`src/rtl/fp_multiply_top.sv`:
```
// fp_multiply_top: binary32 multiplier, three-stage pipeline.
// Stage 1 unpacks and classifies the operands. Stage 2 forms the sign,
// the biased exponent sum and the 48-bit significand product.
// Stage 3 normalizes, rounds to nearest-even and applies special results.
// Subnormal inputs are treated as zero and subnormal results flush to zero.
module fp_multiply_top (
    input  logic        clk_i,
    input  logic        reset_i,
    input  logic [31:0] a_i,
    input  logic [31:0] b_i,
    output logic [31:0] product_o
);

    localparam logic [31:0] QNAN = 32'h7FC0_0000;

    // Class of one operand as {nan, inf, zero}; exp==0 counts as zero (flush).
    function automatic logic [2:0] classify(input logic [7:0] e, input logic [22:0] f);
        logic [2:0] c;
        if (e == 8'hFF) begin
            c = (f != 23'd0) ? 3'b100 : 3'b010;
        end else if (e == 8'h00) begin
            c = 3'b001;
        end else begin
            c = 3'b000;
        end
        return c;
    endfunction

    // Stage 1 registers
    logic        s1_sign_a_r, s1_sign_b_r;
    logic [7:0]  s1_exp_a_r, s1_exp_b_r;
    logic [22:0] s1_frac_a_r, s1_frac_b_r;
    logic [2:0]  s1_cls_a_r, s1_cls_b_r;

    // Stage 2 registers
    logic               s2_sign_r;
    logic signed [9:0]  s2_exp_r;
    logic [47:0]        s2_prod_r;
    logic               s2_nan_r, s2_inf_r, s2_zero_r;

    // Stage 2 combinational signals
    logic [23:0]        sig_a_s, sig_b_s;
    logic [47:0]        prod_s;
    logic signed [9:0]  exp_sum_s;
    logic               nan_s, inf_s, zero_s;

    // Stage 3 combinational signals
    logic [22:0]        mant_s;
    logic               guard_s, round_s, sticky_s, round_up_s;
    logic signed [9:0]  exp_norm_s, exp_final_s;
    logic [23:0]        mant_rnd_s;
    logic [22:0]        frac_final_s;
    logic [31:0]        result_s;

    // Stage 1: capture operands and classify them.
    always_ff @(posedge clk_i) begin
        if (reset_i) begin
            s1_sign_a_r <= 1'b0;
            s1_sign_b_r <= 1'b0;
            s1_exp_a_r  <= 8'd0;
            s1_exp_b_r  <= 8'd0;
            s1_frac_a_r <= 23'd0;
            s1_frac_b_r <= 23'd0;
            s1_cls_a_r  <= 3'b000;
            s1_cls_b_r  <= 3'b000;
        end else begin
            s1_sign_a_r <= a_i[31];
            s1_sign_b_r <= b_i[31];
            s1_exp_a_r  <= a_i[30:23];
            s1_exp_b_r  <= b_i[30:23];
            s1_frac_a_r <= a_i[22:0];
            s1_frac_b_r <= b_i[22:0];
            s1_cls_a_r  <= classify(a_i[30:23], a_i[22:0]);
            s1_cls_b_r  <= classify(b_i[30:23], b_i[22:0]);
        end
    end

    // Stage 2 datapath: significand product, exponent sum, special-case flags.
    always_comb begin
        sig_a_s   = {1'b1, s1_frac_a_r};
        sig_b_s   = {1'b1, s1_frac_b_r};
        prod_s    = {24'd0, sig_a_s} * {24'd0, sig_b_s};
        exp_sum_s = $signed({2'b00, s1_exp_a_r}) + $signed({2'b00, s1_exp_b_r}) - 10'sd127;
        // Infinity times zero is invalid and folds into the NaN case.
        nan_s  = s1_cls_a_r[2] | s1_cls_b_r[2]
               | (s1_cls_a_r[1] & s1_cls_b_r[0])
               | (s1_cls_a_r[0] & s1_cls_b_r[1]);
        inf_s  = s1_cls_a_r[1] | s1_cls_b_r[1];
        zero_s = s1_cls_a_r[0] | s1_cls_b_r[0];
    end

    // Stage 2 register.
    always_ff @(posedge clk_i) begin
        if (reset_i) begin
            s2_sign_r <= 1'b0;
            s2_exp_r  <= 10'sd0;
            s2_prod_r <= 48'd0;
            s2_nan_r  <= 1'b0;
            s2_inf_r  <= 1'b0;
            s2_zero_r <= 1'b0;
        end else begin
            s2_sign_r <= s1_sign_a_r ^ s1_sign_b_r;
            s2_exp_r  <= exp_sum_s;
            s2_prod_r <= prod_s;
            s2_nan_r  <= nan_s;
            s2_inf_r  <= inf_s;
            s2_zero_r <= zero_s;
        end
    end

    // Stage 3 datapath: normalize, round to nearest-even, select special results.
    always_comb begin
        mant_s       = 23'd0;
        guard_s      = 1'b0;
        round_s      = 1'b0;
        sticky_s     = 1'b0;
        exp_norm_s   = s2_exp_r;
        exp_final_s  = s2_exp_r;
        frac_final_s = 23'd0;
        result_s     = 32'd0;

        if (s2_prod_r[47]) begin
            mant_s     = s2_prod_r[46:24];
            guard_s    = s2_prod_r[23];
            round_s    = s2_prod_r[22];
            sticky_s   = |s2_prod_r[21:0];
            exp_norm_s = s2_exp_r + 10'sd1;
        end else begin
            mant_s     = s2_prod_r[45:23];
            guard_s    = s2_prod_r[22];
            round_s    = s2_prod_r[21];
            sticky_s   = |s2_prod_r[20:0];
            exp_norm_s = s2_exp_r;
        end

        round_up_s = guard_s & (round_s | sticky_s | mant_s[0]);
        mant_rnd_s = {1'b0, mant_s} + {23'd0, round_up_s};

        // A carry out of the fraction means the significand reached 2.0.
        if (mant_rnd_s[23]) begin
            frac_final_s = 23'd0;
            exp_final_s  = exp_norm_s + 10'sd1;
        end else begin
            frac_final_s = mant_rnd_s[22:0];
            exp_final_s  = exp_norm_s;
        end

        if (s2_nan_r) begin
            result_s = QNAN;
        end else if (s2_inf_r) begin
            result_s = {s2_sign_r, 8'hFF, 23'd0};
        end else if (s2_zero_r) begin
            result_s = {s2_sign_r, 31'd0};
        end else if (exp_final_s >= 10'sd255) begin
            result_s = {s2_sign_r, 8'hFF, 23'd0};
        end else if (exp_final_s <= 10'sd0) begin
            result_s = {s2_sign_r, 31'd0};
        end else begin
            result_s = {s2_sign_r, exp_final_s[7:0], frac_final_s};
        end
    end

    // Stage 3 register drives the output.
    always_ff @(posedge clk_i) begin
        if (reset_i) begin
            product_o <= 32'd0;
        end else begin
            product_o <= result_s;
        end
    end

endmodule

```
`config.mk`:
```
export PLATFORM = sky130hd
export DESIGN_NAME = fp_multiply_top
export DESIGN_NICKNAME = d
export VERILOG_FILES = /design/src/rtl/fp_multiply_top.sv
export SDC_FILE = /design/constraint.sdc
export NUM_CORES = 2
export LEC_CHECK = 0
export CAP_MARGIN = 10
export CORE_MARGIN = 5
export CORE_UTILIZATION = 52
export CTS_CLUSTER_DIAMETER = 120
export DETAILED_ROUTE_END_ITERATION = 10
export DONT_BUFFER_PORTS = 1
export GPL_TIMING_DRIVEN = 0
export PLACE_DENSITY_LB_ADDON = 0.15
export SLEW_MARGIN = 10
export SYNTH_ARGS = -nofsm -noshare
export SYNTH_HDL_FRONTEND = slang
export SYNTH_SLANG_ARGS = --single-unit
```
`constraint.sdc`:
```
create_clock -name clk_i -period 12.1 [get_ports clk_i]
set_input_delay 0.605 -clock clk_i [delete_from_list [all_inputs] [get_ports clk_i]]
set_output_delay 0.605 -clock clk_i [all_outputs]
set_load 0.05 [all_outputs]
```
==> metrics.md <==
| Metric | Value |
|---|---|
| Vias in the first global route | `between 20,000 and 25,000` |
| Logic pwr share | `0.661` |
| Gr usage total | `0.3251` |
| Cell taking the most area after synthesis | `fa_1` |
| Antenna violations before repair | `7` |
| Placed cells | `roughly 3,500` |
| Max IR drop VDD | `0.0001557 V` |
| CP endpoint kind | `flip-flop` |
| Synth async-reset ratio | `0` |
| Final slew viol count | `0` |
| Clk pwr share | `0.141` |
| Fmax | `0.1092 GHz` |
| Warnings from Yosys | `0` |
| Yosys top cell area share | `0.3773` |
| Cell Area, Synth | `0.02563 mm²` |
| Core area | `between 0.04 and 0.05 mm²` |
| Via/cell ratio | `5.565` |
| Flop pwr share | `0.198` |
| Postcts setup bufs | `0` |
| Max-cap viol count | `0` |
| Area Overhead vs Synth | `5.639%` |
| Bufs on Longest Clock Path | `2` |
| Ranking of synthesized cells by area | `fa_1, dfxtp_1, ha_1` |
| Sw Ratio | `0.5265` |
| Vias | `19,870` |
| Setup crit start kind | `flip-flop` |
| Full die area | `approximately 0.054 mm²` |
| Psw | `~2.1 mW` |
| Critical path buffer and inverter count | `6` |
| Critical path data arrival time | `roughly 9500 ps` |
| Most Frequent Cell on Critical Path | `fa_1` |
| EDFF count, synth | `0` |
| Final Critical Period | `9158 ps` |
| Final hold viol count | `0` |
| Largest net degree at the start of global routing | `17` |
| Clock slew at reported path FFs | `roughly 70 ps` |
| Final period util | `0.7568` |
| CP required | `roughly 12,000 ps` |
| First-pass GRT wire length | `roughly 130,000 µm` |
| Hold-fix buffers, CTS | `0` |
| Die X | `between 200 and 250 µm` |
| Number of fill cells | `~4,600` |
| Syn avg cell area | `between 8 and 9 µm²` |
| Crit path cell chain | `clkbuf_1 -> inv_1 -> nor2_1 -> fa_1 -> fa_1 -> inv_1 -> fa_1 -> inv_1 -> fa_1 -> fa_1 -> fa_1 -> inv_1 -> fa_1 -> inv_1 -> ha_1 -> a21oi_1 -> nand2b_1 -> a2111oi_1 -> nor3_1 -> a211oi_1 -> o21ai_0 -> or4b_1 -> nand3_1` |
| Ports | `98` |
| Pre-Repair DR Iteration Count | `7` |
| Skew final | `approximately 14 ps` |
| DRC viols | `0` |
| CP max FO | `10` |
| Netlist cell types | `81` |
| Top delay family on crit path | `adder cells` |
| Post-route insts no fill | `about 3,600` |
| DIE HEIGHT | `between 200 and 250 µm` |
| Top post-synthesis cells by count | `inv_1, fa_1, nand2_1, and2_1, ha_1` |
| Sequential share of the synthesized area | `0.1281` |
| Final setup viols | `0` |
| Worst-margin pin slew | `~1200 ps` |
| Nets | `about 3,600` |
| Syn Inst Count | `about 2,900` |
| Pwr Density | `149.3 mW/mm²` |
| FP Rows | `about 80` |
| Clk root buf | `clkbuf_16` |
| Antenna-violating nets left | `0` |
| Relative slew slack | `0.2086` |
| Yosys reg bits | `between 150 and 200` |
| Most common cell in the netlist | `inv_1` |
| CP Class | `reg -> reg` |
| Internal power | `around 1.9 mW` |
| Final WL | `approximately 85,000 µm` |
| DP Wirelength | `~70,000 µm` |
| Share of post-route cells with drive strength above 1 | `0.02962` |
| Port bufs | `0` |
| Sum Neg Setup Slack | `0 ps` |
| Gpl congestion | `between 0.9 and 1` |
| Top_reg_cell synth | `dfxtp_1` |
| Tightest Hold Check Type | `in -> reg` |
| CTS tree | `built` |
| Routed wire length per instance | `around 24 µm` |
| Leakage | `roughly 13 nW` |
| Clk sinks | `164` |
| Post-cts resize count | `0` |
| Clock Latency Late Sink | `roughly 450 ps` |
| DRT iter0 DRCs | `1,555` |
| Starting Density | `0.5246` |
| Worst path slowest cell | `a2111oi_1` |
| CP max stage delay | `~860 ps` |
| H-tree depth | `4` |
| CTS buffer count | `17` |
| RSZ-0062 raised after global routing | `false` |
| Status | `finished, final reports clean` |
| Syn nets | `~3,600` |
| Grt total ovfl | `0` |
[state kept, by name, indices dropped and copies added, names as in the netlist]
name         flops
s2_prod_r       48
product_o       32
s1_frac_a_r     23
s1_frac_b_r     23
s2_exp_r        10
s1_exp_a_r       8
s1_exp_b_r       8
s1_cls_a_r       3
s1_cls_b_r       3
s1_sign_a_r      1
s1_sign_b_r      1
s2_inf_r         1
s2_nan_r         1
s2_sign_r        1
s2_zero_r        1
[layout by cell type (no fill, tap or decap), drive strengths merged, types with 14 or more instances in the layout]
master | synthesis | routed
inv | 596 | 603
fa | 483 | 483
nand2 | 322 | 322
and2 | 260 | 260
ha | 192 | 192
dfxtp | 164 | 164
nor2 | 141 | 141
clkbuf | 118 | 137
nor2b | 80 | 80
a21oi | 70 | 70
xnor2 | 54 | 54
nand3 | 38 | 38
o21ai | 35 | 35
nor3 | 34 | 34
nor4 | 30 | 30
xor2 | 28 | 28
a21o | 25 | 25
nand4 | 24 | 24
a31oi | 15 | 15
a211oi | 15 | 15
buf | 14 | 14
[final cells by class]
type,count,area (µm²),area share
plain buffers,132,538.0,0.01987
diodes,3,7.507,0.0002773
multi-input cells,1975,19560,0.7223
flip-flops and latches,164,3283,0.1213
well taps,664,830.8,0.03069
clock buffers,19,442.9,0.01636
clock inverters,13,162.7,0.006008
inverters,600,2252,0.08319
[stage by stage]
stage          cell area (µm²)  utilization  worst slack, ps  hold slack, ps  total power, mW
6_report                 27070       0.5542             2942           227.0            4.041
5_1_grt                  27060       0.5540             2629           210.9            4.397
4_1_cts                  27060       0.5540             3189           196.6            4.025
3_5_place_dp             26460       0.5416             3220           449.3            3.430
3_3_place_gp             26460       0.5416             2930           445.6            3.414
2_1_floorplan            25630            -             5367           432.3            2.572
[cells by family after synthesis]
| logic type | Yosys count | share of synthesized area |
|---|---|---|
| and+or+nand+nor | 976 | 0.1961 |
| buffers and inverters | 732 | 0.1089 |
| adders and majority gates | 675 | 0.4710 |
| AOI/OAI and AO/OA | 217 | 0.05673 |
| DFF | 164 | 0.1281 |
| xor gates and xnor gates | 83 | 0.02920 |
| muxes | 24 | 0.009911 |
[routing by layer]
metal | global-route usage | part of all wire | vias to the layer above
li1 | - | - | 8745
met1 | 0.4386 | 0.41 | 10090
met2 | 0.4986 | 0.44 | 823
met3 | 0.08144 | 0.093 | 199
met4 | 0.1457 | 0.054 | 8
met5 | 0 | 0.0012 | -
[final timing paths]
path                                   from  slack, ps  cells after the start                       end
setup / recovery  s1_frac_a_r[6]$_SDFF_PP0_       2940                     23  s2_prod_r[36]$_SDFF_PP0_
hold / removal                      b_i[23]        230                      1  s1_cls_b_r[0]$_SDFF_PP0_
setup reg to reg  s1_frac_a_r[6]$_SDFF_PP0_       2940                     23  s2_prod_r[36]$_SDFF_PP0_
hold reg to reg    s1_cls_b_r[0]$_SDFF_PP0_        480                      2       s2_nan_r$_SDFF_PP0_
[power groups by stage]
stage	combinational [mW]	sequential (mW)	clock, mW
final	2.67	0.800	0.569
after global routing	2.99	0.807	0.599
after CTS	2.65	0.794	0.581
after detailed placement	2.62	0.807	0
after global placement	2.61	0.804	0
after floorplan	1.82	0.753	0
[worst reg2reg max path: cells and delay by family, from the launching register on]
family	cells	cell delay, ps
adders and majority gates	8	3740
buffers and inverters	6	1390
AOI/OAI and AO/OA	4	2060
and+or+nand+nor	5	1450
DFF	1	410
Note: power is estimated with default switching activity, not from simulation.
